### src/rtl/stream_demux_pkg.sv
// rtl/stream_demux_pkg.sv - shared constants and one-hot helper for the stream demultiplexer
package stream_demux_pkg;
  localparam int DROP_CNT_W = 8;
  localparam int SEL_MAX_W  = 32;

  // Callers zero-extend narrower selectors; padding zeros do not change one-hotness.
  function automatic logic is_onehot(input logic [SEL_MAX_W-1:0] v);
    return (v != '0) && ((v & (v - 1'b1)) == '0);
  endfunction
endpackage

### src/rtl/stream_demultiplexer_if.sv
// rtl/stream_demultiplexer_if.sv - input stream and per-channel output handshake bundle
interface stream_demultiplexer_if #(
  parameter int WIDTH   = 4,
  parameter int OUTPUTS = 4
);
  logic [WIDTH-1:0]         in_data;
  logic [OUTPUTS-1:0]       in_sel;
  logic                     in_valid;
  logic                     in_ready;
  logic [WIDTH*OUTPUTS-1:0] out_data;
  logic [OUTPUTS-1:0]       out_valid;
  logic [OUTPUTS-1:0]       out_ready;

  modport master (
    output in_data, in_sel, in_valid, out_ready,
    input  in_ready, out_data, out_valid
  );

  modport slave (
    input  in_data, in_sel, in_valid, out_ready,
    output in_ready, out_data, out_valid
  );
endinterface

### src/rtl/demux_slot.sv
// rtl/demux_slot.sv - one-entry output register for a single demultiplexer channel
module demux_slot #(
  parameter int WIDTH = 4
) (
  input  logic             clk,
  input  logic             rst,
  input  logic             load,
  input  logic [WIDTH-1:0] load_data,
  input  logic             out_ready,
  output logic [WIDTH-1:0] out_data,
  output logic             out_valid
);
  logic [WIDTH-1:0] data_d, data_q;
  logic             valid_d, valid_q;

  // Data is only replaced on load, so the last word remains visible after draining.
  always_comb begin
    data_d  = data_q;
    valid_d = valid_q;
    if (load) begin
      data_d  = load_data;
      valid_d = 1'b1;
    end else if (out_ready) begin
      valid_d = 1'b0;
    end
  end

  always_ff @(posedge clk or posedge rst) begin
    if (rst) begin
      data_q  <= '0;
      valid_q <= 1'b0;
    end else begin
      data_q  <= data_d;
      valid_q <= valid_d;
    end
  end

  assign out_data  = data_q;
  assign out_valid = valid_q;
endmodule

### src/rtl/stream_demultiplexer.sv
// rtl/stream_demultiplexer.sv - registered 1-to-N stream demux steered by one-hot in_sel
// Define STREAM_DEMUX_ROUND_ROBIN_EN to ignore in_sel and rotate destinations internally.
module stream_demultiplexer
  import stream_demux_pkg::*;
#(
  parameter int WIDTH   = 4,
  parameter int OUTPUTS = 4
) (
  input  logic                  clk,
  input  logic                  rst,
  stream_demultiplexer_if.slave bus,
  output logic                  sel_err,
  output logic [DROP_CNT_W-1:0] drop_count
);
  logic [OUTPUTS-1:0]       free_slots, dest, load;
  logic [OUTPUTS-1:0]       slot_valid;
  logic [WIDTH*OUTPUTS-1:0] slot_data;
  logic                     sel_ok, in_ready, accept, drop;
  logic                     sel_err_d, sel_err_q;
  logic [DROP_CNT_W-1:0]    drop_count_d, drop_count_q;

  assign free_slots = ~slot_valid | bus.out_ready;

`ifdef STREAM_DEMUX_ROUND_ROBIN_EN
  logic [OUTPUTS-1:0] ptr_d, ptr_q;

  always_comb begin
    ptr_d = ptr_q;
    if (accept) ptr_d = {ptr_q[OUTPUTS-2:0], ptr_q[OUTPUTS-1]};
  end

  always_ff @(posedge clk or posedge rst) begin
    if (rst) ptr_q <= OUTPUTS'(1);
    else     ptr_q <= ptr_d;
  end

  assign dest   = ptr_q;
  assign sel_ok = 1'b1;
`else
  assign dest   = bus.in_sel;
  assign sel_ok = is_onehot(SEL_MAX_W'(bus.in_sel));
`endif

  // Bad selectors are always accepted so a malformed word can never stall the producer.
  always_comb begin
    in_ready = 1'b0;
    if (!rst) in_ready = sel_ok ? |(free_slots & dest) : 1'b1;
  end

  assign accept = bus.in_valid & in_ready;
  assign load   = (accept && sel_ok) ? dest : '0;
  assign drop   = accept & ~sel_ok;

  always_comb begin
    sel_err_d    = drop;
    drop_count_d = drop_count_q;
    if (drop && drop_count_q != {DROP_CNT_W{1'b1}}) drop_count_d = drop_count_q + 1'b1;
  end

  always_ff @(posedge clk or posedge rst) begin
    if (rst) begin
      sel_err_q    <= 1'b0;
      drop_count_q <= '0;
    end else begin
      sel_err_q    <= sel_err_d;
      drop_count_q <= drop_count_d;
    end
  end

  for (genvar j = 0; j < OUTPUTS; j++) begin : g_slot
    demux_slot #(.WIDTH(WIDTH)) u_slot (
      .clk       (clk),
      .rst       (rst),
      .load      (load[j]),
      .load_data (bus.in_data),
      .out_ready (bus.out_ready[j]),
      .out_data  (slot_data[j*WIDTH +: WIDTH]),
      .out_valid (slot_valid[j])
    );
  end

  assign bus.in_ready  = in_ready;
  assign bus.out_data  = slot_data;
  assign bus.out_valid = slot_valid;
  assign sel_err       = sel_err_q;
  assign drop_count    = drop_count_q;
endmodule

### src/flat_wrapper.sv
// flat-port wrapper written by rule: the top's interface ports become plain ports
module stream_demultiplexer_flat import stream_demux_pkg::*;
#(
  parameter int WIDTH   = 4,
  parameter int OUTPUTS = 4
)
  (clk, rst, sel_err, drop_count, bus_in_data, bus_in_sel, bus_in_valid, bus_out_ready, bus_in_ready, bus_out_data, bus_out_valid);
  stream_demultiplexer_if #(.WIDTH(WIDTH), .OUTPUTS(OUTPUTS)) bus_i ();
  input  logic clk;
  input  logic rst;
  output logic sel_err;
  output logic [DROP_CNT_W-1:0] drop_count;
  input wire logic [$bits(bus_i.in_data)-1:0] bus_in_data;
  input wire logic [$bits(bus_i.in_sel)-1:0] bus_in_sel;
  input wire logic [$bits(bus_i.in_valid)-1:0] bus_in_valid;
  input wire logic [$bits(bus_i.out_ready)-1:0] bus_out_ready;
  output wire logic [$bits(bus_i.in_ready)-1:0] bus_in_ready;
  output wire logic [$bits(bus_i.out_data)-1:0] bus_out_data;
  output wire logic [$bits(bus_i.out_valid)-1:0] bus_out_valid;
  assign bus_i.in_data = bus_in_data;
  assign bus_i.in_sel = bus_in_sel;
  assign bus_i.in_valid = bus_in_valid;
  assign bus_i.out_ready = bus_out_ready;
  assign bus_in_ready = bus_i.in_ready;
  assign bus_out_data = bus_i.out_data;
  assign bus_out_valid = bus_i.out_valid;
  stream_demultiplexer #(.WIDTH(WIDTH), .OUTPUTS(OUTPUTS)) u_core (.clk(clk), .rst(rst), .bus(bus_i), .sel_err(sel_err), .drop_count(drop_count));
endmodule
### config.mk
export PLATFORM = sky130hd
export DESIGN_NAME = stream_demultiplexer_flat
export DESIGN_NICKNAME = d
export VERILOG_FILES = /design/src/rtl/stream_demux_pkg.sv /design/src/rtl/stream_demultiplexer_if.sv /design/src/rtl/demux_slot.sv /design/src/rtl/stream_demultiplexer.sv /design/src/flat_wrapper.sv
export SDC_FILE = /design/constraint.sdc
export NUM_CORES = 1
export LEC_CHECK = 0
export BUFFER_PORTS_ARGS = -buffer_cell sky130_fd_sc_hd__buf_2
export CORE_ASPECT_RATIO = 1.4
export CORE_MARGIN = 5
export CORE_UTILIZATION = 45
export DETAILED_ROUTE_END_ITERATION = 8
export GPL_TIMING_DRIVEN = 0
export PLACE_DENSITY = 0.79
export RECOVER_POWER = 100
export SLEW_MARGIN = 0
export SYNTH_ARGS = -nofsm -noshare
export SYNTH_HDL_FRONTEND = slang
export SYNTH_SLANG_ARGS = --single-unit
### constraint.sdc
create_clock -name clk -period 1.8 [get_ports clk]
set_clock_uncertainty 0.1 [all_clocks]
set_input_delay 0.09 -clock clk [delete_from_list [all_inputs] [get_ports clk]]
set_output_delay 0.09 -clock clk [all_outputs]
set_load 0.02 [all_outputs]
==> impl_metrics.ini <==
[layout]
fillers = 255
multi_input_area_um2 = 558
drive_above_1_share_pct = 21.5
stdcell_count = 200
seq_area_um2 = 726
num_antenna_cells = 0
most-common-layout-cells = clkbuf_1 (32), dfrtp_1 (29), mux2_1 (14)
syn_to_final_growth_pct = 29.8
final_cell_area_um2 = 1730
final_common_cell = clkbuf_1
fin_nets = 179

[drt]
drtPass1Iterations = 4
drc = 0
drtIter0Drc = 28
vias = 1013
wl_mm = 3.00
ant_nets = 0
vias_per_cell = 5.07
wire_per_inst_um = 15.0

[synth]
synth_cell_types = 24
ys_warn_count = 0
synth_top_area_cell = dfrtp_1
yosys.area_share.simple_pct = 15.7
post-synth-top-area-fraction_pct = 54.4
synth_area_um2 = 1340
synth_top_family_by_area = multiplexers
synth_adder_area_share_pct = 0.937
syn-num-nets = 119
synth_mux_area_share_pct = 17.2
yosysSeqAreaShare_pct = 54.4
synthCells = 103
syn_avg_cell_area_um2 = 13.0
synth_xor_area_share_pct = 3.28
synth.area.top_cells = dfrtp_1 (54%), mux2_1 (12%), mux2_4 (4.5%)
ys_ff_latch = 29
synth_compound_area_share_pct = 5.15

[power_and_ir_drop]
power.switching_mw = 0.790
pwr-share-seq_pct = 44.7
sw_frac_of_total_pct = 36.5
p_per_area_nw_per_um2 = 1250
comb_power_share_pct = 31.0
leakage_nw = 0.792
max-vdd-ir-drop_v = 0.000681
power.internal_mw = 1.38
clkPwrFrac_pct = 24.3
finalPower_mw = 2.17

[hold_path]
hp-class = input port to async pin

[floorplanning]
initial_core_util_pct = 46.9
coreArea_um2 = 2850
ioPinCount = 45
die_w_um = 56.0
num_rows = 23
die_area_um2 = 4170
fp.dieH_um = 74.4

[worst_setup_path]
cp-start-kind = input port
crit_path_top_delay_cell = or4b_1
crit_path_max_incr_delay_ns = 0.50
crit_type = input port to flip-flop
cp_cell_sequence = clkbuf_1 > or4b_1 > o211a_2 > a21oi_4 > and3_1 > buf_6 > mux2_4
required_ns = 1.86
crit_buf_inv = 2
crit_family = simple AND/OR/NAND/NOR gates
critical_path_arrival_ns = 1.79
endpoint_kind = flip-flop
critPathMaxFanout = 6

[placement]
placed_cells = 184
dp_hpwl_mm = 2.26
place_congestion = 0.778
dpl_cell_area_um2 = 1600
io_buffers = 44
post-place-ws_ns = -0.228

[global_route]
grt_max_degree = 30
grt_pass1_wl_mm = 5.18
first_global_vias = 1166
antenna_found_initial = 0
grt.overflow.total = 0
gr-usage-all-layers_pct = 16.1

[sta]
fin_ws_ns = 0.0737
finalCritPeriodShare_pct = 95.9
setup_viol = 0
slew-limit-headroom_pct = 29.5
hold_viol = 29
finalMaxSlewViolations = 0
holdWs_ns = -0.0246
tightest_slew_ns = 1.06
rsz0062_at_grt = false
max_freq_mhz = 579
min_period_ns = 1.73
fin_setup_tns_ns = 0

[clock_tree]
cts.sinks = 29
clockBufferDepth = 2
cts_setup_buffers = 0
htreeDepth = 2
cts.clk_slew.worst_paths_ns = 0.06
cts_buffers = 5
cts_root_buffer = clkbuf_8
clock_latency_ns = 0.28
cts_tree = done

[job]
maxCapViolCount = 0

[status]
status = complete, but fails checks
violations = negative hold slack
-- metrics by stage --
step	utilization [%]	hold WS, ns
4_1_cts	62.4	0.0196
3_5_place_dp	56.2	0.265
5_1_grt	60.8	0.0981
2_1_floorplan	-	0.0681
6_report	60.8	-0.0246
3_3_place_gp	56.2	0.261
-- worst register-to-register path, cell delays in order, from the launching register on --
cell,delay (ns)
dfrtp_1,0.35
nand2b_1,0.08
a22oi_1,0.32
a21oi_4,0.12
and3_1,0.20
buf_6,0.13
mux2_4,0.30
-- sequential cells by signal, indices dropped and copies added (netlist names) --
signal / flops
u_core.drop_count: 8
u_core.sel_err: 1
u_core.g_slot.u_slot.out_data: 16
u_core.g_slot.u_slot.out_valid: 4
-- path summary, 6_finish.rpt --
kind,start,to,slack [ns],cells past startpoint
worst max register to register,u_core.g_slot[2].u_slot.out_valid$_DFFE_PP0P_,u_core.g_slot[0].u_slot.out_data[2]$_DFFE_PP0P_,0.09,6
min in group clk,bus_in_sel[3],u_core.g_slot[3].u_slot.out_valid$_DFFE_PP0P_,0.09,3
max in group asynchronous,rst,u_core.drop_count[6]$_DFFE_PP0P_,0.99,2
worst max-delay path,bus_in_sel[0],u_core.g_slot[0].u_slot.out_data[2]$_DFFE_PP0P_,0.07,7
worst min-delay path,rst,u_core.g_slot[0].u_slot.out_data[1]$_DFFE_PP0P_,-0.02,2
worst min register to register,u_core.g_slot[2].u_slot.out_data[2]$_DFFE_PP0P_,u_core.g_slot[2].u_slot.out_data[2]$_DFFE_PP0P_,0.39,1
-- timing repair --
action,in CTS,in global routing
setup endpoints to repair,0,4
resized for setup,0,1
endpoints found under the hold margin,17,0
hold buffers,9,0
-- layout make-up --
cell class	count	area share, %
sequential	29	41.9
timing repair buffer	53	15.7
multi-input combinational	68	32.2
buffer	5	2.38
clock buffer	7	4.98
inverter	1	0.217
tap	37	2.67
-- power by group through the flow --
stage               Combinational, mW  Clock [mW]  Sequential (mW)
global route                    0.725       0.575            0.994
CTS                             0.733       0.549            0.964
finish                          0.670       0.527            0.968
global placement                0.696           0            0.961
floorplan                       0.250           0             1.16
detailed placement              0.721           0            0.971
-- routing by layer --
metal	global-route usage [%]	share of wire, %	vias up
li1	-	-	481
met1	16.2	37	486
met2	29.3	52	39
met3	6.60	9.4	7
met4	7.12	2.0	0
met5	0	0	-
-- synthesized netlist by cell type --
library cell,instances
o2111a_2,1
nand4_1,2
nand2b_1,6
or4b_1,2
buf_4,4
nand3_2,3
or2_2,1
a21oi_1,3
mux2_2,1
and3_1,5
mux2_1,14
buf_6,1
and2b_2,1
o211a_2,1
ha_1,1
nand3_1,6
mux2_4,4
a21oi_4,1
dfrtp_1,29
xnor2_1,5
a22oi_1,2
nor2_1,2
inv_1,1
nand2_1,7
-- kinds of logic (layout without fill, tap and decap cells) --
group | count (synthesis) | after routing
mux | 19 | 19
flops | 29 | 29
compound gates | 8 | 8
xor+xnor | 5 | 5
fa+ha+maj | 1 | 1
simple gates | 35 | 35
buf+inv | 6 | 66
No activity file was read; power rests on OpenSTA's default activity.
